### config.mk
export PLATFORM = sky130hd
export DESIGN_NAME = serial_add_sub_flat
export DESIGN_NICKNAME = d
export VERILOG_FILES = /design/src/rtl/serial_add_sub_if.sv /design/src/rtl/serial_add_sub.sv /design/src/flat_wrapper.sv
export SDC_FILE = /design/constraint.sdc
export NUM_CORES = 1
export LEC_CHECK = 0
export CELL_PAD_IN_SITES_DETAIL_PLACEMENT = 0
export CELL_PAD_IN_SITES_GLOBAL_PLACEMENT = 2
export CORE_ASPECT_RATIO = 0.6
export CORE_MARGIN = 3
export CORE_UTILIZATION = 37
export DETAILED_ROUTE_END_ITERATION = 16
export PLACE_DENSITY = 0.83
export SETUP_SLACK_MARGIN = 0.3
export SYNTH_ARGS = -nofsm -noshare
export SYNTH_HDL_FRONTEND = slang
export SYNTH_SLANG_ARGS = --single-unit
### constraint.sdc
create_clock -name clk -period 5.05 [get_ports clk]
set_input_delay 1.515 -clock clk [delete_from_list [all_inputs] [get_ports clk]]
set_output_delay 1.515 -clock clk [all_outputs]
set_load 0.01 [all_outputs]
### src/rtl/serial_add_sub_if.sv
// serial_add_sub_if: start/operand request and busy/done/result response bundle
interface serial_add_sub_if #(parameter int WIDTH = 8);
    logic             start_i;
    logic             sub_i;
    logic             cin_i;
    logic [WIDTH-1:0] a_i;
    logic [WIDTH-1:0] b_i;
    logic             busy_o;
    logic             done_o;
    logic [WIDTH-1:0] sum_o;
    logic             cout_o;
    logic             ovf_o;
    modport master (output start_i, sub_i, cin_i, a_i, b_i,
                    input  busy_o, done_o, sum_o, cout_o, ovf_o);
    modport slave  (input  start_i, sub_i, cin_i, a_i, b_i,
                    output busy_o, done_o, sum_o, cout_o, ovf_o);
endinterface

### src/rtl/serial_add_sub.sv
// serial_add_sub: multi-cycle add/subtract, DIGIT bits per clock through a registered carry
module serial_add_sub #(
    parameter int WIDTH = 8,
    parameter int DIGIT = 1
) (
    input  logic             clk,
    input  logic             reset,
    serial_add_sub_if.slave  bus
);
    localparam int STEPS = WIDTH / DIGIT;
    localparam int CW    = (STEPS > 1) ? $clog2(STEPS) : 1;
    typedef enum logic [1:0] {IDLE, RUN, DONE} state_t;
    state_t           state_q;
    logic [WIDTH-1:0] opa_q, opb_q, res_q, sum_q;
    logic             carry_q, busy_q, done_q, cout_q, ovf_q;
    logic [CW-1:0]    cnt_q;
    logic [DIGIT:0]   dsum_d;
    logic             cmsb_d, last_d;
    logic [WIDTH+DIGIT-1:0] cat_d;
    logic [WIDTH-1:0] shift_d;
    assign dsum_d  = {1'b0, opa_q[DIGIT-1:0]} + {1'b0, opb_q[DIGIT-1:0]} + {{DIGIT{1'b0}}, carry_q};
    // carry into the digit's top bit, recovered from its sum bit
    assign cmsb_d  = dsum_d[DIGIT-1] ^ opa_q[DIGIT-1] ^ opb_q[DIGIT-1];
    assign cat_d   = {dsum_d[DIGIT-1:0], res_q};
    assign shift_d = cat_d[WIDTH+DIGIT-1:DIGIT];
    assign last_d  = cnt_q == CW'(STEPS - 1);
    always_ff @(posedge clk or posedge reset) begin
        if (reset) begin
            state_q <= IDLE;
            opa_q   <= '0;
            opb_q   <= '0;
            res_q   <= '0;
            sum_q   <= '0;
            carry_q <= 1'b0;
            cnt_q   <= '0;
            busy_q  <= 1'b0;
            done_q  <= 1'b0;
            cout_q  <= 1'b0;
            ovf_q   <= 1'b0;
        end else begin
            case (state_q)
                IDLE, DONE: begin
                    done_q  <= 1'b0;
                    busy_q  <= bus.start_i;
                    state_q <= bus.start_i ? RUN : IDLE;
                    if (bus.start_i) begin
                        opa_q   <= bus.a_i;
                        opb_q   <= bus.sub_i ? ~bus.b_i : bus.b_i;
                        carry_q <= bus.sub_i ^ bus.cin_i;
                        cnt_q   <= '0;
                    end
                end
                RUN: begin
                    res_q   <= shift_d;
                    opa_q   <= opa_q >> DIGIT;
                    opb_q   <= opb_q >> DIGIT;
                    carry_q <= dsum_d[DIGIT];
                    cnt_q   <= cnt_q + CW'(1);
                    if (last_d) begin
                        state_q <= DONE;
                        busy_q  <= 1'b0;
                        done_q  <= 1'b1;
                        sum_q   <= shift_d;
                        cout_q  <= dsum_d[DIGIT];
                        ovf_q   <= dsum_d[DIGIT] ^ cmsb_d;
                    end
                end
                default: state_q <= IDLE;
            endcase
        end
    end
    assign bus.busy_o = busy_q;
    assign bus.done_o = done_q;
    assign bus.sum_o  = sum_q;
    assign bus.cout_o = cout_q;
    assign bus.ovf_o  = ovf_q;
endmodule
### src/flat_wrapper.sv
// flat-port wrapper written by rule: the top's interface ports become plain ports
module serial_add_sub_flat 
#(
    parameter int WIDTH = 8,
    parameter int DIGIT = 1
)
  (clk, reset, bus_start_i, bus_sub_i, bus_cin_i, bus_a_i, bus_b_i, bus_busy_o, bus_done_o, bus_sum_o, bus_cout_o, bus_ovf_o);
  serial_add_sub_if #(.WIDTH(WIDTH)) bus_i ();
  input  logic clk;
  input  logic reset;
  input wire logic [$bits(bus_i.start_i)-1:0] bus_start_i;
  input wire logic [$bits(bus_i.sub_i)-1:0] bus_sub_i;
  input wire logic [$bits(bus_i.cin_i)-1:0] bus_cin_i;
  input wire logic [$bits(bus_i.a_i)-1:0] bus_a_i;
  input wire logic [$bits(bus_i.b_i)-1:0] bus_b_i;
  output wire logic [$bits(bus_i.busy_o)-1:0] bus_busy_o;
  output wire logic [$bits(bus_i.done_o)-1:0] bus_done_o;
  output wire logic [$bits(bus_i.sum_o)-1:0] bus_sum_o;
  output wire logic [$bits(bus_i.cout_o)-1:0] bus_cout_o;
  output wire logic [$bits(bus_i.ovf_o)-1:0] bus_ovf_o;
  assign bus_i.start_i = bus_start_i;
  assign bus_i.sub_i = bus_sub_i;
  assign bus_i.cin_i = bus_cin_i;
  assign bus_i.a_i = bus_a_i;
  assign bus_i.b_i = bus_b_i;
  assign bus_busy_o = bus_i.busy_o;
  assign bus_done_o = bus_i.done_o;
  assign bus_sum_o = bus_i.sum_o;
  assign bus_cout_o = bus_i.cout_o;
  assign bus_ovf_o = bus_i.ovf_o;
  serial_add_sub #(.WIDTH(WIDTH), .DIGIT(DIGIT)) u_core (.clk(clk), .reset(reset), .bus(bus_i));
endmodule
### Yosys cells after proc, flatten, opt, wreduce, memory -nomap -nowiden

Cells that the tools add are included.
Widths: inputs -> output; s select.

| storage, ports and cells | value |
|---|---|
| register bits after elaboration | 42 |
| output and inout port bits | 12 |
| word-level logic and storage cells | 46 |

| cells by class | value |
|---|---|
| add/sub/neg operators | 3 |
| equality and inequality tests | 5 |
| mux-type cells | 16 |
| bitwise logic cells | 5 |
| reductions and logical operators | 6 |

Operator list:

| operator | number |
|---|---|
| $pmux 8 s2 | 2 |
| $mux 8 | 3 |
| $not 8->8 | 1 |
| $pmux 1 s2 | 3 |
| $pmux 3 s2 | 1 |
| $reduce_and 2->1 | 3 |
| $mux 1 | 4 |
| $pmux 2 s2 | 1 |
| $xor 1x1->1 | 4 |
| $add 3x1->3 const B | 1 |
| $eq 3x3->1 const B | 1 |
| $mux 3 | 1 |
| $add 1x1->2 | 1 |
| $add 2x1->2 | 1 |
| $eq 2x1->1 const B | 1 |
| $eq 2x2->1 const B | 1 |
| $logic_not 2->1 | 1 |
| $mux 2 | 1 |
| $ne 2x1->1 const B | 1 |
| $ne 2x2->1 const B | 1 |
| $reduce_bool 2->1 | 1 |
| $reduce_or 2->1 | 1 |

### Logic depth before layout (Yosys ltp)

| depth | value |
|---|---|
| depth after elaboration | 5 |
| mapped depth | 6 |

### Worst setup path before layout

No wires, ideal clock.

| path | value |
|---|---|
| path kind | input -> register |
| start | in bus_start_i |
| end | reg u_core.opb_q[1] |
| library setup time | 126 ps |
| arrival | 2243 ps |
| data required time | 4924 ps |
| slack | 2681 ps |
| stages | 5 |
| buffers on the path | 2 |
| path through | nor2b_1 > buf_2 > nor2_2 > buf_6 > a221o_1 |

| between the ends | value |
|---|---|
| word-level cells in the longest chain between the ends | 2 |

RTL lines:

| item | RTL line | RTL |
|---|---|---|
| from (decl) | flat_wrapper.sv:11 | `input wire logic [$bits(bus_i.start_i)-1:0] bus_start_i;` |
| $ne 2x2->1 (no source line) | - |  |
| $reduce_and 2->1 (no source line) | - |  |
| to (signal assigned) | serial_add_sub.sv:48 | `opb_q <= bus.sub_i ? ~bus.b_i : bus.b_i;` |
| to (signal assigned) | serial_add_sub.sv:56 | `opb_q <= opb_q >> DIGIT;` |
| to (decl) | serial_add_sub.sv:14 | `logic [WIDTH-1:0] opa_q, opb_q, res_q, sum_q;` |

No other way between the ends.
A chain may end at the register's enable or synchronous reset.

### Worst setup path in the final report

| path | value |
|---|---|
| start | in bus_start_i |
| end | reg u_core.opb_q[4] |

The elaborated chain is that of the path after synthesis.

==> results.md <==
* Detailed-route via count at 1077
* Most common cell in the netlist: dfrtp_1
* Metal3 WL at 175 um
* IO buf count at 32
* Initial antenna violation count at 0
* Share of layout cells above drive strength 1 at 14.91%
* Critical path type: primary input to register
* Max layer used: met4
* Critical path fanouts, max at 20
* Area occupied by multi-input gates at 646.9 sq um
* Post-Layout Cell Count at 221
* Startpoint types: primary input
* Status: completed
* Cts hold-fix bufs at 0
* All-Layer GR Usage at 12.87%
* RSZ-0062 raised after global routing: false
* Drt first-iter violations at 31
* CP Data Arrival Time at 3.32 ns
* Placed cell count at 213
* Synth cell count leaders: dfrtp_1, mux2_2, a22o_1
* Min Tclk post-route at 3.147 ns
* Boundary pin count at 33
* WP data required at 5.22 ns
* Worst hold path endpoint: u_core.opa_q[4]
* Pre-antenna DRT Iters at 2
* HP Class: register to register
* Worst skew pair latency at 0.28 ns
* Yosys warning count at 0
* Post-synthesis sequential area ratio at 58.74%
* Syn-to-layout area delta at 24.07%
* Routed WL at 3086 um
* Post-synth top area share at 58.74%
* Final Setup Violations at 0
* Slew Limit Fails at 0
* Cts repair resizes at 0
* Hold-critical path depth at 1
* # DRC at 0
* Routed wl met2 at 1363 um
* Finished Core Util at 50.12%
* Worst Hold Launch: u_core.opa_q[4]
* Clock skew at 0.001567 ns
* Power per cell area at 600.1 nW/um^2
* Final Hold Vio Count at 0
* DP Wirelength at 2178 um
* Total die area at 5608 sq um
* P_leak at 0.0009886 uW
* Synthesized area per cell at 13.54 sq um
* Core ar. at 4324 sq um
* Nets at 184
* Initial Util at 40.39%
* Post-CTS Setup Bufs at 0
* FMAX at 317.8 MHz
* R2R depth at 3
* Root buffer cell: clkbuf_8
* DIE HEIGHT at 59.22 um
* Vias in the first global route at 1152
* EDFF count, synth at 0
* Met1 WL at 1494 um
* R2r startpoint: u_core.state_q[0]
* Gate count of the mapped netlist at 129
* Synth area leaders: dfrtp_1, mux2_2, a22o_1
* Post-synth top flop: dfrtp_1
* Chip width at 94.70 um
* Max-slew headroom at 35.64%
* CTS tree: yes
* Synth unique cells at 22
* CTS H-Tree Depth at 2
* First-pass GRT wire length at 5409 um
* Flops & latches, synth at 41
* Setup TNS Final at 0 ns
* WL per Instance at 13.96 um
* Async S/R FF share, synth at 100.0%
* Worst R2R End: u_core.opb_q[4]
* Num CTS Buffers at 5
* Area leader, netlist: dfrtp_1
* Synthesized area at 1747 sq um
* Worst R2R Setup Slack at 2.96 ns
* # clock sinks at 41
* Ant. Diodes at 0
* Max capacitance violation total at 0
* Fill cells at 403
* Final antenna-violating net count at 0
* Critical Path End Type: register
* Fin crit share at 62.32%
* Grt total ovfl at 0
* Standard-cell rows at 18
* Max Buffers Root-to-Sink at 2
* Largest net degree at the start of global routing at 42
* Avg Vias per Cell at 4.873
* Syn_nets at 153
* Peak VDD IR at 0.1657 mV
* Worst-Margin Slew at 0.9654 ns
* GP Congestion at 0.6738
* Clk slew on worst S/H paths at 0.07 ns
* Register area at 1026 sq um
[stage by stage]
stage	setup slack, ns	hold slack, ns	instance area [sq um]	total power (uW)
2_1_floorplan	2.589	0.4496	1747	957.3
3_3_place_gp	1.627	0.4600	2087	1089
3_5_place_dp	1.586	0.4654	2087	1114
4_1_cts	1.889	0.4814	2167	1316
5_1_grt	1.822	0.4926	2167	1403
6_report	1.903	0.4832	2167	1301
[sequential cells by signal, summed over array words and instances (netlist names)]
signal / cells
u_core.state_q: 2
u_core.bus.cout_o: 1
u_core.opa_q: 8
u_core.bus.ovf_o: 1
u_core.res_q: 7
u_core.cnt_q: 3
u_core.bus.busy_o: 1
u_core.opb_q: 8
u_core.carry_q: 1
u_core.bus.sum_o: 8
u_core.bus.done_o: 1
[placed cells by master (no fill, tap or decap)]
| master | instances |
|---|---|
| dfrtp_1 | 41 |
| clkdlybuf4s50_1 | 32 |
| mux2_2 | 17 |
| a22o_1 | 11 |
| xnor2_1 | 9 |
| nor2_1 | 8 |
| a221o_1 | 8 |
| a21o_1 | 7 |
| clkbuf_8 | 5 |
| nand2_1 | 4 |
| inv_1 | 3 |
| clkbuf_1 | 3 |
| o21ai_0 | 2 |
| ha_1 | 2 |
| and2b_1 | 1 |
| nor2b_1 | 1 |
| nor2_2 | 1 |
| nand2b_1 | 1 |
| nand3b_1 | 1 |
| xor2_1 | 1 |
| nand3_1 | 1 |
| fa_1 | 1 |
| buf_4 | 1 |
[cells by family after synthesis]
kind of cell	Yosys count	synth area share (%)
DFF	41	58.74
AOI/OAI and AO/OA	28	13.68
muxes	17	10.96
adders and majority gates	3	2.579
and+or+nand+nor	18	4.800
buffers and inverters	12	4.226
xor gates and xnor gates	10	5.015
[worst max-delay path by stage]
stage               slack (ns)  depth (start not counted)         from                end
finish                    1.90                          4  bus_start_i    u_core.opb_q[4]
floorplan                 2.59                          1        reset  u_core.bus.busy_o
global placement          1.63                          4  bus_start_i    u_core.opb_q[3]
detailed placement        1.59                          4  bus_start_i    u_core.opb_q[4]
CTS                       1.89                          4  bus_start_i    u_core.opb_q[4]
global route              1.82                          4  bus_start_i    u_core.opb_q[4]
[per-layer routing]
layer  vias to the layer above  global-route usage, %
li1                        516                      -
met4                         0                  4.928
met3                         5                  5.330
met1                       533                  16.25
met2                        23                  19.94
met5                         -                      0
[final cells by class]
cell class / count / area share, %
flip-flops and latches: 41 / 47.34
multi-input cells: 76 / 29.85
repair buffers: 33 / 15.13
clock buffers: 8 / 3.695
well taps: 60 / 3.464
inverters: 3 / 0.5196
[worst max-delay path, cell delays in order]
cell and delay (ns):
clkdlybuf4s50_1 0.48, nor2b_1 0.60, nor2_2 0.33, a221o_1 0.39
[power breakdown]
part / switching (uW) / internal (uW) / total, uW
clock: 103 / 98.2 / 201
sequential: 92.5 / 484 / 577
combinational: 217 / 305 / 522
Power figures use the tool's default switching activity.
